--- config.mk ---
export PLATFORM = sky130hd
export DESIGN_NAME = mux_dmux_bank
export DESIGN_NICKNAME = d
export VERILOG_FILES = /design/src/rtl/mux_pkg.sv /design/src/rtl/dmux_bit.sv /design/src/rtl/mux_bit.sv /design/src/rtl/mux_bus.sv /design/src/rtl/mux_dmux_bank.sv
export SDC_FILE = /design/constraint.sdc
export NUM_CORES = 1
export LEC_CHECK = 0
export BUFFER_PORTS_ARGS = -buffer_cell sky130_fd_sc_hd__clkbuf_2
export CAP_MARGIN = 20
export CORE_MARGIN = 10
export CORE_UTILIZATION = 43
export CTS_CLUSTER_SIZE = 25
export DETAILED_ROUTE_END_ITERATION = 8
export GPL_TIMING_DRIVEN = 0
export PLACE_DENSITY = 0.82
export SYNTH_ARGS = -nofsm -noshare
export SYNTH_HDL_FRONTEND = slang
export SYNTH_SLANG_ARGS = --single-unit
--- constraint.sdc ---
create_clock -name clk -period 1.5 [get_ports clk]
set_clock_uncertainty 0.05 [all_clocks]
set_input_delay 0.15 -clock clk [delete_from_list [all_inputs] [get_ports clk]]
set_output_delay 0.15 -clock clk [all_outputs]
set_load 0.01 [all_outputs]
--- src/rtl/mux_pkg.sv ---
// Shared constants and types for the mux/demux selector bank.
package mux_pkg;

    localparam int unsigned WIDTH_DEFAULT = 16;

    typedef logic [WIDTH_DEFAULT-1:0] bus_word_t;

endpackage : mux_pkg

--- src/rtl/dmux_bit.sv ---
// 1-bit 1:2 demultiplexer; the unselected output is forced low.
module dmux_bit (
    input  logic din,
    input  logic sel,
    output logic a_c,
    output logic b_c
);

    assign a_c = ~sel & din;
    assign b_c = sel & din;

endmodule : dmux_bit

--- src/rtl/mux_bit.sv ---
// 1-bit 2:1 multiplexer in AND-OR gate form so an X on the unselected leg is masked.
module mux_bit (
    input  logic a,
    input  logic b,
    input  logic sel,
    output logic y_c
);

    assign y_c = (sel & b) | (~sel & a);

endmodule : mux_bit

--- src/rtl/mux_bus.sv ---
// WIDTH-bit 2:1 bus multiplexer built from per-bit mux_bit slices, bit order preserved.
module mux_bus
    import mux_pkg::*;
#(
    parameter int unsigned WIDTH = WIDTH_DEFAULT
) (
    input  logic [WIDTH-1:0] a,
    input  logic [WIDTH-1:0] b,
    input  logic             sel,
    output logic [WIDTH-1:0] y_c
);

    for (genvar i = 0; i < WIDTH; i++) begin : g_bit
        mux_bit u_mux_bit (
            .a   (a[i]),
            .b   (b[i]),
            .sel (sel),
            .y_c (y_c[i])
        );
    end

endmodule : mux_bus

--- src/rtl/mux_dmux_bank.sv ---
// Registered bank of a bit mux, a bit demux and a bus mux with independent selects.
module mux_dmux_bank
    import mux_pkg::*;
#(
    parameter int unsigned WIDTH = WIDTH_DEFAULT
) (
    input  logic             clk,
    input  logic             rst,
    input  logic             en,
    input  logic             mux_a,
    input  logic             mux_b,
    input  logic             mux_sel,
    input  logic             dmux_in,
    input  logic             dmux_sel,
    input  logic [WIDTH-1:0] bus_a,
    input  logic [WIDTH-1:0] bus_b,
    input  logic             bus_sel,
    output logic             mux_out,
    output logic             dmux_a,
    output logic             dmux_b,
    output logic [WIDTH-1:0] bus_out,
    output logic             valid
);

    logic             mux_out_c;
    logic             dmux_a_c;
    logic             dmux_b_c;
    logic [WIDTH-1:0] bus_out_c;

    mux_bit u_mux_bit (
        .a   (mux_a),
        .b   (mux_b),
        .sel (mux_sel),
        .y_c (mux_out_c)
    );

    dmux_bit u_dmux_bit (
        .din (dmux_in),
        .sel (dmux_sel),
        .a_c (dmux_a_c),
        .b_c (dmux_b_c)
    );

    mux_bus #(
        .WIDTH (WIDTH)
    ) u_mux_bus (
        .a   (bus_a),
        .b   (bus_b),
        .sel (bus_sel),
        .y_c (bus_out_c)
    );

    // Single output stage; reset clears everything at once, en=0 holds all state.
    always_ff @(posedge clk or posedge rst) begin
        if (rst) begin
            mux_out <= 1'b0;
            dmux_a  <= 1'b0;
            dmux_b  <= 1'b0;
            bus_out <= '0;
            valid   <= 1'b0;
        end else if (en) begin
            mux_out <= mux_out_c;
            dmux_a  <= dmux_a_c;
            dmux_b  <= dmux_b_c;
            bus_out <= bus_out_c;
            valid   <= 1'b1;
        end
    end

endmodule : mux_dmux_bank

# ---- Word level (Yosys, flattened, before mapping)
# Cells that the tools add are included.
# Widths: inputs -> output; s select.
dict set report word_totals {
  ff_bits 20
  elab_cells 61
  input_bits 41
}
dict set report op_classes {
  bitwise 56
}
# operator n
set op_table {}
lappend op_table {{$and 1x1->1} 36}
lappend op_table {{$or 1x1->1} 17}
lappend op_table {{$not 1->1} 3}

# ---- Depth between registers and ports, before layout
# Gate-level depths: netlist (run 1).
dict set report logic_depth {
  word_depth 3
  depth_mapped 4
  ltp_nobuf 2
}

# ---- Hierarchy
# A second synthesis (run 1) with hierarchy kept.
dict set report hier_totals {
  hier_cells 62
  area_unflattened_um2 1089.8
}
# module area_per_inst_um2 cells_per_inst n_inst
set by_module_without_submodules {}
lappend by_module_without_submodules {mux_dmux_bank 818.3 43 1}
lappend by_module_without_submodules {mux_bit 15.0 1 17}
lappend by_module_without_submodules {dmux_bit 16.3 2 1}

# ---- Worst setup path before layout (run 1)
# Ideal clock, no wire load.
dict set report synth_path {
  path_type {register -> register}
  startpoint {register valid (netlist name)}
  endpoint {register valid}
  setup_ns 0.127
  arrival_time_ns 0.654
  setup_slack_ns 0.669
  t_required_ns 1.323
  period_less_slack_ns 0.831
  n_path_buf 0
  path_stages_with_launch 2
  cell_sequence {dfrtp_1 > or2_2}
}
# element line
set synth_rtl {}
lappend synth_rtl {{to (signal assigned)} mux_dmux_bank.sv:60} ;# valid <= 1'b0;
lappend synth_rtl {{to (signal assigned)} mux_dmux_bank.sv:66} ;# valid <= 1'b1;
lappend synth_rtl {{to (decl)} mux_dmux_bank.sv:22} ;# output logic valid

# ---- Final worst setup path (run 1)
dict set report layout_path {
  startpoint {register mux_out}
  endpoint {output port mux_out}
}
# element line
set layout_rtl {}
lappend layout_rtl {{from (decl)} mux_dmux_bank.sv:18} ;# output logic mux_out,
lappend layout_rtl {{from (signal assigned)} mux_dmux_bank.sv:62} ;# mux_out <= mux_out_c;
# No word-level cell between the ends.

==> impl_metrics.env, run 1 <==
export IMPL_outcome="finished, final reports clean"
export IMPL_fill_cells=166
export IMPL_yosysSeqAreaShare_pct=55.10
export IMPL_synthArstFlopShare_pct=100.0
export IMPL_grt_pass1_vias=892
export IMPL_clock_sinks=20
export IMPL_cts_root_buf="clkbuf_4"
export IMPL_ys_ff_latch=20
export IMPL_avgViaCountPerCell=4.767
export IMPL_fmax_ghz=0.9638
export IMPL_firstDrtPassIters=4
export IMPL_path_class="register to primary output"
export IMPL_worst_slew_pin_slew_ns=0.7368
export IMPL_cts_tree="built"
export IMPL_route_vias_total=839
export IMPL_yosysUniqueCellTypes=13
export IMPL_die_height_um=65.96
export IMPL_rsz0062_at_grt="no"
export IMPL_synth_ff_type="dfrtp_1"
export IMPL_wirelength_mm=2.544
export IMPL_crit_path_max_incr_delay_ns=0.41
export IMPL_core_mm2=0.001982
export IMPL_drive_gt1_share_pct=46.31
export IMPL_cts_buffers=3
export IMPL_ff2ff_setup_slack_ns=0.67
export IMPL_synthMuxAreaShare_pct=18.73
export IMPL_period_share_pct=69.17
export IMPL_synthTopCellsByArea="dfrtp_1, mux2i_1, a21oi_1"
export IMPL_hpwl_mm=2.099
export IMPL_drc=0
export IMPL_synth_top_family_by_area="multiplexers"
export IMPL_ant_nets=0
export IMPL_hold_buffers=2
export IMPL_critPathBufInv=1
export IMPL_post_cts_buffers=0
export IMPL_yosys_area_share_simple_pct=8.678
export IMPL_synth_nets=126
export IMPL_yosysWarningCount=0
export IMPL_setup_viol=0
export IMPL_area_delta_synth_final_pct=43.66
export IMPL_crit_fanout=2
export IMPL_netlist_instances=85
export IMPL_grt_util_all_layers_pct=11.34
export IMPL_cp_slowest_cell="dfrtp_1"
export IMPL_crit_path_start_kind="register"
export IMPL_irDropWorstVdd_uv=697.5
export IMPL_cap_violations=0
export IMPL_min_delay_path_class="input pin to register"
export IMPL_yosysTopAreaCellShare_pct=55.10
export IMPL_crit_path_end_kind="primary output"
export IMPL_drtIter0Drc=26
export IMPL_die_area_mm2=0.004351
export IMPL_yosysMostFrequentCell="dfrtp_1"
export IMPL_rows=16
export IMPL_synth_top_cells_by_count="dfrtp_1, a21oi_1, mux2i_1, nor2_1, buf_2"
export IMPL_fin_setup_tns_ns=0
export IMPL_slew_headroom_pct=50.83
export IMPL_post_cts_resized=0
export IMPL_cp_top_family="flip-flops"
export IMPL_wl_per_cell_um=14.45
export IMPL_synth_compound_area_share_pct=10.61
export IMPL_insertion_delay_ns=0.30
export IMPL_grt_pass1_wl_mm=3.967
export IMPL_total_leakage_power_nw=0.7054
export IMPL_max_clock_path_buffers=2
export IMPL_final_cells=176
export IMPL_top_level_ports=61
export IMPL_worstPathRequired_ns=1.30
export IMPL_diodes=0
export IMPL_synth_xor_area_share_pct=0
export IMPL_regArea_um2=500.5
export IMPL_power_density_mw_per_mm2=1010
export IMPL_dp_cells=170
export IMPL_synth_area_um2=908.4
export IMPL_multi_input_area_um2=345.3
export IMPL_nets=191
export IMPL_path_cells="clkbuf_2"
export IMPL_synth_edf_count=0
export IMPL_initial_core_util_pct=45.83
export IMPL_grt_start_max_net_pins=21
export IMPL_synth_top_area_cell="dfrtp_1"
export IMPL_avgSynthCellArea_um2=10.69
export IMPL_grt_ovfl_total=0
export IMPL_chipWidth_um=65.96
export IMPL_drv_slew=0
export IMPL_htreeDepth=1
export IMPL_clkTransAtPathRegs_ns=0.11
export IMPL_final_hold_violation_count=0
export IMPL_cp_data_arrival_time_ns=0.84
export IMPL_finalWeightedCongestion=0.7736
export IMPL_io_buffers=58
export IMPL_post_route_min_period_ns=1.038
export IMPL_antenna_found_initial=0
export IMPL_synth_adder_area_share_pct=0
-- final timing paths --
path	from	end	depth (start not counted)
min in group asynchronous	rst	bus_out[6]	3
max reg2reg	valid	valid	1
max	mux_out	mux_out	1
min	dmux_in	dmux_a	3
max in group asynchronous	rst	bus_out[15]	3
min reg2reg	valid	valid	1
-- layout make-up --
| type | count | area share [%] |
|---|---|---|
| well taps | 27 | 2.589 |
| flip-flops and latches | 20 | 38.35 |
| clock inverters | 1 | 2.301 |
| repair buffers | 60 | 23.78 |
| multi-input cells | 56 | 26.46 |
| plain buffers | 6 | 3.931 |
| clock buffers | 3 | 1.726 |
| inverters | 3 | 0.8629 |
-- power by group --
group,switching (mW),internal [mW],total (mW),leakage (nW)
logic,0.132,0.128,0.261,0.453
clock network,0.168,0.270,0.438,0.0279
registers,0.0277,0.591,0.619,0.224
-- per-layer routing --
metal	wire length [um]	track usage [%]	vias up	part of all wire [%]
met5	0	0	-	0
met1	1051	11.56	380	41
met2	1122	18.72	43	44
met4	14	3.927	0	0.55
met3	356	6.949	2	14
li1	-	-	414	-
-- kinds of logic after synthesis --
kind of cell	Yosys count
muxes	17
DFF	20
and+or+nand+nor	20
buffers and inverters	9
AOI/OAI and AO/OA	19
-- state kept, by name, summed over array words and instances, names as in the netlist --
register,flops
mux_out,1
bus_out,16
valid,1
dmux_a,1
dmux_b,1
-- cell usage in the layout (no fill, tap or decap) --
| master | instances |
|---|---|
| a21oi_1 | 17 |
| buf_12 | 1 |
| buf_2 | 4 |
| buf_6 | 1 |
| bufinv_16 | 1 |
| clkbuf_2 | 58 |
| clkbuf_4 | 3 |
| dfrtp_1 | 20 |
| dlygate4sd3_1 | 2 |
| inv_1 | 3 |
| mux2i_1 | 17 |
| nand2_1 | 1 |
| nand3_1 | 1 |
| nor2_1 | 17 |
| o21ai_0 | 1 |
| o22ai_1 | 1 |
| or2_2 | 1 |
-- per-stage QoR --
step	util (%)	hold slack [ns]	cell area [um2]	power, mW	worst slack [ns]
floorplan	-	0.06383	908.4	0.7611	0.6687
detailed placement	62.18	0.2452	1232	0.8925	0.5862
CTS	65.85	0.02322	1305	1.332	0.4514
finish	65.85	0.03327	1305	1.318	0.4624
global placement	62.18	0.2306	1232	0.8814	0.6256
global route	65.85	0.01903	1305	1.393	0.3424
(Power assumes the default switching activity.)
==> run 2: changes to the inputs <==
--- a/config.mk
+++ b/config.mk
@@ -5,14 +5,15 @@
 export SDC_FILE = /design/constraint.sdc
 export NUM_CORES = 1
 export LEC_CHECK = 0
+export ABC_AREA = 1
 export BUFFER_PORTS_ARGS = -buffer_cell sky130_fd_sc_hd__clkbuf_2
 export CAP_MARGIN = 20
 export CORE_MARGIN = 10
-export CORE_UTILIZATION = 43
+export CORE_UTILIZATION = 39
 export CTS_CLUSTER_SIZE = 25
 export DETAILED_ROUTE_END_ITERATION = 8
 export GPL_TIMING_DRIVEN = 0
-export PLACE_DENSITY = 0.82
+export PLACE_DENSITY = 0.75
 export SYNTH_ARGS = -nofsm -noshare
 export SYNTH_HDL_FRONTEND = slang
 export SYNTH_SLANG_ARGS = --single-unit
==> constraint.sdc (replaced) <==
create_clock -name clk -period 0.91 [get_ports clk]
set_clock_uncertainty 0.05 [all_clocks]
set_input_delay 0.091 -clock clk [delete_from_list [all_inputs] [get_ports clk]]
set_output_delay 0.091 -clock clk [all_outputs]
set_load 0.01 [all_outputs]
==> impl_metrics.env, run 2 <==
export IMPL_cts_tree="built"
export IMPL_path_class="register to primary output"
export IMPL_grt_ovfl_total=0
export IMPL_outcome="finished with violations"
export IMPL_drc=0
export IMPL_crit_fanout=2
export IMPL_cp_top_family="flip-flops"
export IMPL_top_level_ports=61
export IMPL_synth_adder_area_share_pct=0
export IMPL_cts_root_buf="clkbuf_4"
export IMPL_yosysUniqueCellTypes=13
export IMPL_yosys_area_share_simple_pct=35.65
export IMPL_largest_reg_flops=16
export IMPL_die_height_um=73.08
export IMPL_synth_edf_count=0
export IMPL_crit_path_end_kind="primary output"
export IMPL_antenna_found_initial=0
export IMPL_synth_compound_area_share_pct=0.4556
export IMPL_dp_cells=246
export IMPL_htreeDepth=1
export IMPL_synthArstFlopShare_pct=100.0
export IMPL_hold_buffers=2
export IMPL_total_leakage_power_nw=1.026
export IMPL_cts_buffers=3
export IMPL_io_buffers=59
export IMPL_cp_slowest_cell="dfrtp_1"
export IMPL_finalWeightedCongestion=0.6835
export IMPL_busiest_layer="met2"
export IMPL_die_area_mm2=0.005340
export IMPL_wirelength_mm=2.902
export IMPL_critPathBufInv=1
export IMPL_use_met1_pct=12.75
export IMPL_yosysSeqAreaShare_pct=45.56
export IMPL_insertion_delay_ns=0.28
export IMPL_yosysMostFrequentCell="nand2_1"
export IMPL_rsz0062_at_grt="yes"
export IMPL_fmax_ghz=1.049
export IMPL_cp_data_arrival_time_ns=0.81
export IMPL_rows=19
export IMPL_drv_slew=0
export IMPL_grt_pass1_vias=1108
export IMPL_post_route_min_period_ns=0.9537
export IMPL_met3_usage_pct=4.898
export IMPL_final_hold_violation_count=20
export IMPL_regMostFlops="bus_out"
export IMPL_cap_violations=0
export IMPL_crit_path_start_kind="register"
export IMPL_final_cells=261
export IMPL_fin_setup_tns_ns=-0.6975
export IMPL_fill_cells=286
export IMPL_grt_pass1_wl_mm=4.912
export IMPL_wl_per_cell_um=11.12
export IMPL_firstDrtPassIters=4
export IMPL_period_share_pct=104.8
export IMPL_synth_top_family_by_area="simple AND/OR/NAND/NOR gates"
export IMPL_yosysWarningCount=0
export IMPL_clkTransAtPathRegs_ns=0.10
export IMPL_yosysTopAreaCellShare_pct=45.56
export IMPL_worstPathRequired_ns=0.77
export IMPL_synth_xor_area_share_pct=0
export IMPL_ant_nets=0
export IMPL_synth_ff_type="dfrtp_1"
export IMPL_irDropWorstVdd_uv=927.7
export IMPL_synth_area_mm2=0.001099
export IMPL_hpwl_mm=2.262
export IMPL_chipWidth_um=73.08
export IMPL_grt_start_max_net_pins=21
export IMPL_area_delta_synth_final_pct=42.14
export IMPL_synthTopCellsByArea="dfrtp_1, nand2_1, inv_1"
export IMPL_violations="hold timing, setup timing"
export IMPL_setup_viol=20
export IMPL_drive_gt1_share_pct=40.43
export IMPL_synth_top_cells_by_count="nand2_1, inv_1, dfrtp_1, nand3_1, nand2_2"
export IMPL_path_cells="clkbuf_2"
export IMPL_max_clock_path_buffers=2
export IMPL_synthMuxAreaShare_pct=0
export IMPL_worst_slew_pin_slew_ns=0.7164
export IMPL_hold_ws_ns=-0.1642
export IMPL_diodes=0
export IMPL_synth_nets=197
export IMPL_nets=273
export IMPL_power_density_mw_per_mm2=1262
export IMPL_core_mm2=0.002734
export IMPL_netlist_instances=156
export IMPL_initial_core_util_pct=40.18
export IMPL_synth_top_area_cell="dfrtp_1"
export IMPL_grt_util_all_layers_pct=11.06
export IMPL_crit_path_max_incr_delay_ns=0.40
export IMPL_layout_common_cells="nand2_1, clkbuf_2, inv_1, dfrtp_1, nand3_1"
export IMPL_route_vias_total=1107
export IMPL_clock_sinks=20
export IMPL_min_delay_path_class="input pin to asynchronous set/reset pin"
export IMPL_avgViaCountPerCell=4.241
export IMPL_grt_use_met2_pct=18.24
export IMPL_drtIter0Drc=31
export IMPL_ys_ff_latch=20
export IMPL_avgSynthCellArea_um2=7.042
export IMPL_layout_commonest_cell="nand2_1"
export IMPL_timing_final_ws_setup_ns=-0.04373
export IMPL_slew_headroom_pct=52.19
==> run 2: cell count changes after synthesis, sizes merged <==
cell and delta:
a21oi -17, inv +35, mux2i -17, nand2 +71
nand3 +17, nor2 -17, o22ai -1
==> run 2: kinds of logic (layout without fill, tap and decap cells) <==
group           count (synthesis)  after routing
flops                          20             20
simple gates                   91             91
compound gates                  1              1
buf+inv                        44            118
==> run 2: path summary, 6_finish.rpt <==
kind,cells after the start,start,slack (ns),end
worst max-delay path,1,bus_out[2],-0.04,bus_out[2]
worst min-delay path,2,rst,-0.16,valid
worst max register to register,4,bus_out[11],0.03,bus_out[11]
worst min register to register,1,valid,0.43,valid
max in group asynchronous,2,rst,0.52,bus_out[5]
min in group clk,4,mux_sel,0.03,mux_out
==> run 2: through the flow <==
stage / util (%) / cell area [um2] / setup WS [ns] / total power, mW
2_1_floorplan: - / 1099 / 0.07867 / 1.300
3_3_place_gp: 52.40 / 1433 / 0.08228 / 1.520
3_5_place_dp: 52.40 / 1433 / 0.05951 / 1.528
4_1_cts: 55.06 / 1505 / -0.06233 / 1.962
5_1_grt: 57.12 / 1562 / -0.09312 / 2.110
6_report: 57.12 / 1562 / -0.04373 / 1.970
==> run 2: layer usage <==
metal / vias up / wire length (um)
met1: 469 / 1235
met5: - / 0
met3: 2 / 334
li1: 595 / -
met4: 0 / 6
met2: 41 / 1325
==> run 2: power by group <==
group | switching [mW] | internal [mW]
combinational | 0.282 | 0.278
sequential | 0.0465 | 0.975
clock | 0.235 | 0.153
==> run 2: layout make-up <==
class	count	area (um2)	area share, %
Multi-Input combinational cell	92	401.6	25.72
Sequential cell	20	500.5	32.05
Inverter	38	147.6	9.455
Tap cell	31	38.79	2.484
Buffer	6	53.80	3.446
Timing Repair Buffer	71	396.6	25.40
Clock buffer	3	22.52	1.442
==> run 2: what timing repair did <==
| action | 4_1_cts | 5_1_grt |
|---|---|---|
| endpoints found under the hold margin | 22 | 20 |
| resized for setup | 0 | 4 |
| buffers inserted | 4 | 6 |
| pin swaps | 0 | 1 |
| setup endpoints to repair | 20 | 20 |
